$ cat src/rtl/seg_scan4_pkg.sv
// Shared display constants and types for the 4-digit scan driver and the BCD stage.
package seg_scan4_pkg;

   localparam logic [6:0] SEG_OFF = 7'b1111111;
   localparam logic [3:0] AN_OFF  = 4'b1111;

   typedef logic [1:0] slot_idx_t;

   // Slot ordering shared with the BCD converter outputs.
   localparam slot_idx_t SLOT_ONES      = 2'd0;
   localparam slot_idx_t SLOT_TENS      = 2'd1;
   localparam slot_idx_t SLOT_HUNDREDS  = 2'd2;
   localparam slot_idx_t SLOT_THOUSANDS = 2'd3;

   typedef struct packed {
      logic [3:0][3:0] digit;
      logic [3:0]      dp_mask;
   } snapshot_t;

endpackage

$ cat src/rtl/seg_scan4_if.sv
// Digit inputs and display pin outputs of the scan driver.
interface seg_scan4_if;
   import seg_scan4_pkg::*;

   logic       en;
   logic [3:0] thousands;
   logic [3:0] hundreds;
   logic [3:0] tens;
   logic [3:0] ones;
   logic [3:0] dp_mask;
   logic [3:0] an;
   logic [6:0] seg;
   logic       dp;
   slot_idx_t  digit_idx;

   modport master (
      output en, thousands, hundreds, tens, ones, dp_mask,
      input  an, seg, dp, digit_idx
   );

   modport slave (
      input  en, thousands, hundreds, tens, ones, dp_mask,
      output an, seg, dp, digit_idx
   );

endinterface

$ cat src/rtl/sevenseg_hex_ca.sv
// Hex digit to active-low common-anode segments {g,f,e,d,c,b,a}; blank forces all off.
module sevenseg_hex_ca
   import seg_scan4_pkg::*;
(
   input  logic [3:0] digit_i,
   input  logic       blank_i,
   output logic [6:0] seg_o
);

   always_comb begin
      seg_o = SEG_OFF;
      if (!blank_i) begin
         unique case (digit_i)
            4'h0: seg_o = 7'b1000000;
            4'h1: seg_o = 7'b1111001;
            4'h2: seg_o = 7'b0100100;
            4'h3: seg_o = 7'b0110000;
            4'h4: seg_o = 7'b0011001;
            4'h5: seg_o = 7'b0010010;
            4'h6: seg_o = 7'b0000010;
            4'h7: seg_o = 7'b1111000;
            4'h8: seg_o = 7'b0000000;
            4'h9: seg_o = 7'b0010000;
            4'ha: seg_o = 7'b0001000;
            4'hb: seg_o = 7'b0000011;
            4'hc: seg_o = 7'b1000110;
            4'hd: seg_o = 7'b0100001;
            4'he: seg_o = 7'b0000110;
            4'hf: seg_o = 7'b0001110;
         endcase
      end
   end

endmodule

$ cat src/rtl/seg_scan4.sv
// Time-multiplexed 4-digit common-anode scan driver with dead time and per-frame digit capture.
// Define SEG_SCAN4_LZB_EN to blank leading zeros in slots 3..1.
module seg_scan4
   import seg_scan4_pkg::*;
#(
   parameter int unsigned REFRESH_DIV = 50000,
   parameter int unsigned DEAD_CYC    = 16
) (
   input  logic       clk,
   input  logic       rst_n,
   seg_scan4_if.slave bus
);

   if (REFRESH_DIV < 2 || DEAD_CYC >= REFRESH_DIV) begin : g_bad_param
      $error("seg_scan4: need REFRESH_DIV >= 2 and DEAD_CYC < REFRESH_DIV");
   end

   localparam int unsigned CntW = (REFRESH_DIV < 2) ? 1 : $clog2(REFRESH_DIV);
   localparam logic [CntW-1:0] CntLast = CntW'(REFRESH_DIV - 1);

   logic [CntW-1:0] cnt_q;
   slot_idx_t       idx_q;
   snapshot_t       snap_q, snap_d;
   logic [3:0]      an_q;
   logic [6:0]      seg_q;
   logic            dp_q;

   logic            last, dead, lzb_blank, snap_load;
   logic [3:0]      an_dec;
   logic [6:0]      seg_dec;
   logic            dp_dec;

   assign last = (cnt_q == CntLast);

   if (DEAD_CYC == 0) begin : g_no_dead
      assign dead = 1'b0;
   end else begin : g_dead
      assign dead = (cnt_q < CntW'(DEAD_CYC));
   end

`ifdef SEG_SCAN4_LZB_EN
   logic z3, z2, z1;
   always_comb begin
      z3 = (snap_q.digit[SLOT_THOUSANDS] == 4'h0);
      z2 = z3 && (snap_q.digit[SLOT_HUNDREDS] == 4'h0);
      z1 = z2 && (snap_q.digit[SLOT_TENS] == 4'h0);
      lzb_blank = 1'b0;
      unique case (idx_q)
         SLOT_THOUSANDS: lzb_blank = z3;
         SLOT_HUNDREDS:  lzb_blank = z2;
         SLOT_TENS:      lzb_blank = z1;
         SLOT_ONES:      lzb_blank = 1'b0;
      endcase
   end
`else
   assign lzb_blank = 1'b0;
`endif

   sevenseg_hex_ca u_enc (
      .digit_i (snap_q.digit[idx_q]),
      .blank_i (dead | lzb_blank),
      .seg_o   (seg_dec)
   );

   // A blanked (LZB) slot keeps its anode and decimal point; only dead time turns them off.
   assign an_dec = dead ? AN_OFF : ~(4'b0001 << idx_q);
   assign dp_dec = dead | ~snap_q.dp_mask[idx_q];

   // Capture only at the frame boundary so a frame never mixes old and new digits.
   assign snap_load = !bus.en || (last && (idx_q == SLOT_THOUSANDS));

   always_comb begin
      snap_d                       = snap_q;
      snap_d.digit[SLOT_THOUSANDS] = bus.thousands;
      snap_d.digit[SLOT_HUNDREDS]  = bus.hundreds;
      snap_d.digit[SLOT_TENS]      = bus.tens;
      snap_d.digit[SLOT_ONES]      = bus.ones;
      snap_d.dp_mask               = bus.dp_mask;
   end

   always_ff @(posedge clk or negedge rst_n) begin
      if (!rst_n) begin
         cnt_q  <= '0;
         idx_q  <= SLOT_ONES;
         snap_q <= '0;
         an_q   <= AN_OFF;
         seg_q  <= SEG_OFF;
         dp_q   <= 1'b1;
      end else begin
         if (bus.en) begin
            if (last) begin
               cnt_q <= '0;
               idx_q <= idx_q + slot_idx_t'(1);
            end else begin
               cnt_q <= cnt_q + CntW'(1);
            end
            an_q  <= an_dec;
            seg_q <= seg_dec;
            dp_q  <= dp_dec;
         end else begin
            an_q  <= AN_OFF;
            seg_q <= SEG_OFF;
            dp_q  <= 1'b1;
         end
         if (snap_load) begin
            snap_q <= snap_d;
         end
      end
   end

   assign bus.an        = an_q;
   assign bus.seg       = seg_q;
   assign bus.dp        = dp_q;
   assign bus.digit_idx = idx_q;

endmodule
$ cat src/flat_wrapper.sv
// flat-port wrapper written by rule: the top's interface ports become plain ports
module seg_scan4_flat import seg_scan4_pkg::*;
#(
   parameter int unsigned REFRESH_DIV = 50000,
   parameter int unsigned DEAD_CYC    = 16
)
  (clk, rst_n, bus_en, bus_thousands, bus_hundreds, bus_tens, bus_ones, bus_dp_mask, bus_an, bus_seg, bus_dp, bus_digit_idx);
  seg_scan4_if bus_i ();
  input  logic clk;
  input  logic rst_n;
  input wire logic [$bits(bus_i.en)-1:0] bus_en;
  input wire logic [$bits(bus_i.thousands)-1:0] bus_thousands;
  input wire logic [$bits(bus_i.hundreds)-1:0] bus_hundreds;
  input wire logic [$bits(bus_i.tens)-1:0] bus_tens;
  input wire logic [$bits(bus_i.ones)-1:0] bus_ones;
  input wire logic [$bits(bus_i.dp_mask)-1:0] bus_dp_mask;
  output wire logic [$bits(bus_i.an)-1:0] bus_an;
  output wire logic [$bits(bus_i.seg)-1:0] bus_seg;
  output wire logic [$bits(bus_i.dp)-1:0] bus_dp;
  output wire logic [$bits(bus_i.digit_idx)-1:0] bus_digit_idx;
  assign bus_i.en = bus_en;
  assign bus_i.thousands = bus_thousands;
  assign bus_i.hundreds = bus_hundreds;
  assign bus_i.tens = bus_tens;
  assign bus_i.ones = bus_ones;
  assign bus_i.dp_mask = bus_dp_mask;
  assign bus_an = bus_i.an;
  assign bus_seg = bus_i.seg;
  assign bus_dp = bus_i.dp;
  assign bus_digit_idx = bus_i.digit_idx;
  seg_scan4 #(.REFRESH_DIV(REFRESH_DIV), .DEAD_CYC(DEAD_CYC)) u_core (.clk(clk), .rst_n(rst_n), .bus(bus_i));
endmodule
$ cat config.mk
export PLATFORM = sky130hd
export DESIGN_NAME = seg_scan4_flat
export DESIGN_NICKNAME = d
export VERILOG_FILES = /design/src/rtl/seg_scan4_pkg.sv /design/src/rtl/seg_scan4_if.sv /design/src/rtl/sevenseg_hex_ca.sv /design/src/rtl/seg_scan4.sv /design/src/flat_wrapper.sv
export SDC_FILE = /design/constraint.sdc
export NUM_CORES = 1
export LEC_CHECK = 0
export ABC_CLOCK_PERIOD_IN_PS = 1700
export CAP_MARGIN = 10
export CORE_UTILIZATION = 49
export DETAILED_ROUTE_END_ITERATION = 8
export PLACE_DENSITY = 0.76
export SLEW_MARGIN = 25
export SYNTH_ARGS = -nofsm -noshare
export SYNTH_HDL_FRONTEND = slang
export SYNTH_SLANG_ARGS = --single-unit
$ cat constraint.sdc
create_clock -name clk -period 1.7 [get_ports clk]
set_input_delay 0.34 -clock clk [delete_from_list [all_inputs] [get_ports clk]]
set_output_delay 0.34 -clock clk [all_outputs]
set_load 0.1 [all_outputs]
==> flow_metrics.tcl <==
set metrics [dict create \
    numPortBuffers 36 \
    drt-total-wl_mm 5.30 \
    top_layer_used "met4" \
    antenna_left 0 \
    grt_antenna_before_repair 0 \
    wirelength_met1_mm 2.37 \
    power_switching_mw 1.28 \
    grt_usage 0.209 \
    fin_area_mm2 0.00365 \
    vias 1841 \
    clkPwrFrac 0.227 \
    ys_seq_area_frac 0.491 \
    area_growth_syn_to_layout_pct 41.3 \
    ys_types 42 \
    crit_slowest_cell "mux4_2" \
    cp-end-kind "flop" \
    slew_headroom 0.690 \
    cts_buffers 5 \
    start_util 0.508 \
    finalSetupTns_ns -0.790 \
    max_freq_mhz 555 \
    synth_edf_count 0 \
    viasPerCell 5.26 \
    grt_overflow_total 0 \
    fp.dieW_um 74.6 \
    insertion_delay_ns 0.31 \
    cts_tree "built" \
    start_kind "flop" \
    combinationalPowerShare 0.366 \
    layout_setup_ws_ns -0.103 \
    yosys_warnings 0 \
    path_clk_slew_ns 0.09 \
    met3WireLength_um 201 \
    avgSynthCellArea_um2 12.6 \
    swShare 0.344 \
    worstMarginPinSlew_ns 0.465 \
    leakagePower_nw 1.65 \
    drive_gt1_frac 0.439 \
    syn_nets 238 \
    cp_top_family "multiplexers" \
    hold_class "in2async" \
    rows 26 \
    routedWlPerCell_um 15.2 \
    p_int_mw 2.44 \
    n_fill_cell 355 \
    clk_path_buf_depth 2 \
    htree_levels 2 \
    crit_buf_inv 0 \
    cpPeakStageDelay_ns 0.61 \
    route.detailed.drc 0 \
    final_nets 313 \
    final_hold_viol_count 0 \
    crit_fanout 4 \
    grt_pass1_wl_mm 8.58 \
    clock_skew_ns 0.00614 \
    max-cap-violations 0 \
    cts_root_buf "clkbuf_8" \
    violations "negative setup slack" \
    p_seq_frac 0.407 \
    ys_async_sr_fraction 1.00 \
    rsz0062_at_grt "yes" \
    core_region_area_mm2 0.00507 \
    syn_area_mm2 0.00258 \
    synth_top_area_share 0.369 \
    synth_largest_area_cell "dfrtp_1" \
    final_util 0.718 \
    placed_area_mm2 0.00345 \
    ir_drop_uv 658 \
    wl_met2_mm 2.64 \
    ios 37 \
    fp.dieArea_mm2 0.00556 \
    grt_pass1_vias 1847 \
    power_density_mw_per_mm2 1020 \
    drv_slew 0 \
    fin_crit_ns 1.80 \
    clock-sinks 50 \
    status "finished, violations left" \
    ys_top_cells_by_area "dfrtp_1 37%, dfstp_2 12%, mux2_4 12%" \
    fin_crit_sh 1.06 \
    grt_max_degree 23 \
    setup_viol 26 \
    place.gp.congestion 0.876 \
    diodes 0 \
    dr.pass1.iters 4 \
    ys_ff_latch 50 \
    drt_iter0_markers 190 \
    syn_inst 204 \
    die_h_um 74.6 \
    crit_chain "mux4_2 -> ha_4 -> or2_4 -> a21oi_2 -> o21ai_1" \
    dpl.hpwl_mm 3.98 \
    synthFlopType "dfrtp_1" \
    critical_path_class "reg2reg" \
    worstPathArrival_ns 2.03 \
    critPathRequiredTime_ns 1.93 \
]
==> kinds of logic (layout without fill, tap and decap cells) <==
| group | count (synthesis) | after routing | synth area share |
|---|---|---|---|
| AOI/OAI and AO/OA | 24 | 24 | 0.0616 |
| adders and majority gates | 11 | 11 | 0.0533 |
| and+or+nand+nor | 63 | 63 | 0.133 |
| muxes | 30 | 30 | 0.186 |
| buffers and inverters | 13 | 89 | 0.0310 |
| xor gates and xnor gates | 13 | 13 | 0.0441 |
| DFF | 50 | 50 | 0.491 |
==> timing repair <==
item	CTS	global route
gates resized for setup	1	15
pin swaps	1	6
hold endpoints to repair	9	0
setup endpoints to repair	26	31
hold buffers	1	0
setup buffers	0	1
==> power groups by stage <==
| stage | combinational (mW) | sequential [mW] | clock [mW] |
|---|---|---|---|
| global route | 1.45 | 1.53 | 0.907 |
| global placement | 1.29 | 1.52 | 0 |
| floorplan | 0.425 | 1.89 | 0 |
| finish | 1.36 | 1.51 | 0.845 |
| CTS | 1.33 | 1.51 | 0.872 |
| detailed placement | 1.32 | 1.53 | 0 |
==> worst reg2reg max path: stages (launching register included) <==
cell and delay, ns:
dfrtp_4 0.46, mux4_2 0.61, ha_4 0.22, or2_4 0.24
a21oi_2 0.12, o21ai_1 0.08
==> metal layers <==
layer | GRT usage | up-vias
met2 | 0.326 | 46
li1 | - | 879
met3 | 0.0393 | 9
met1 | 0.286 | 907
met4 | 0.0901 | 0
met5 | 0 | -
==> Yosys cell counts (all sizes together) (5+ instances only) <==
| master | n |
|---|---|
| o21ai | 6 |
| buf | 5 |
| ha | 11 |
| dfstp | 12 |
| nor2 | 12 |
| xor2 | 10 |
| dfrtp | 38 |
| mux2 | 23 |
| nand4 | 6 |
| a21oi | 6 |
| nand3 | 6 |
| inv | 6 |
| nand2 | 16 |
| mux4 | 6 |
==> sequential cells by signal, indices dropped and copies added, names as in the netlist <==
register,flops
u_core.bus.an,4
u_core.bus.digit_idx,2
u_core.bus.dp,1
u_core.bus.seg,7
u_core.cnt_q,16
u_core.snap_q,20
==> stage by stage <==
| step | hold slack, ns | instances | setup WS [ns] | power [mW] |
|---|---|---|---|---|
| 6_report | 0.511 | 350 | -0.103 | 3.72 |
| 5_1_grt | 0.525 | 350 | -0.173 | 3.88 |
| 4_1_cts | 0.495 | 350 | -0.0993 | 3.72 |
| 3_5_place_dp | 0.321 | 341 | -0.144 | 2.86 |
| 3_3_place_gp | 0.308 | 341 | -0.116 | 2.82 |
| 2_1_floorplan | 0.0444 | 204 | -0.366 | 2.31 |
==> area by class of cell <==
type | instances | area, um2 | share of cell area
tap | 70 | 87.6 | 0.0240
sequential | 50 | 1270 | 0.349
inverter | 7 | 31.3 | 0.00858
clock buffer | 5 | 68.8 | 0.0189
multi-input combinational | 141 | 1340 | 0.367
clock inverter | 3 | 43.8 | 0.0120
timing repair buffer | 74 | 803 | 0.220
==> cells in the final DEF (no fill, tap or decap), types with 5 or more instances in the layout <==
cell,n
ha_1,6
mux4_2,6
nand3_1,6
clkbuf_8,5
buf_4,34
nand4_1,6
clkdlybuf4s50_1,21
dfrtp_1,36
nand2_1,16
xor2_1,10
mux2_4,21
nor2_1,12
buf_12,15
dfstp_2,12
==> path summary, 6_finish.rpt <==
| check | startpoint | end | slack [ns] | cells past startpoint |
|---|---|---|---|---|
| max in group asynchronous | rst_n | u_core.bus.dp | 0.57 | 3 |
| max reg2reg | u_core.bus.digit_idx[0] | u_core.bus.seg[3] | -0.10 | 5 |
| min | rst_n | u_core.snap_q[17] | 0.51 | 2 |
| min reg2reg | u_core.snap_q[2] | u_core.snap_q[2] | 0.52 | 1 |
| min in group clk | u_core.snap_q[2] | u_core.snap_q[2] | 0.52 | 1 |
| max | u_core.bus.digit_idx[0] | u_core.bus.seg[3] | -0.10 | 5 |
(Power assumes the default switching activity.)
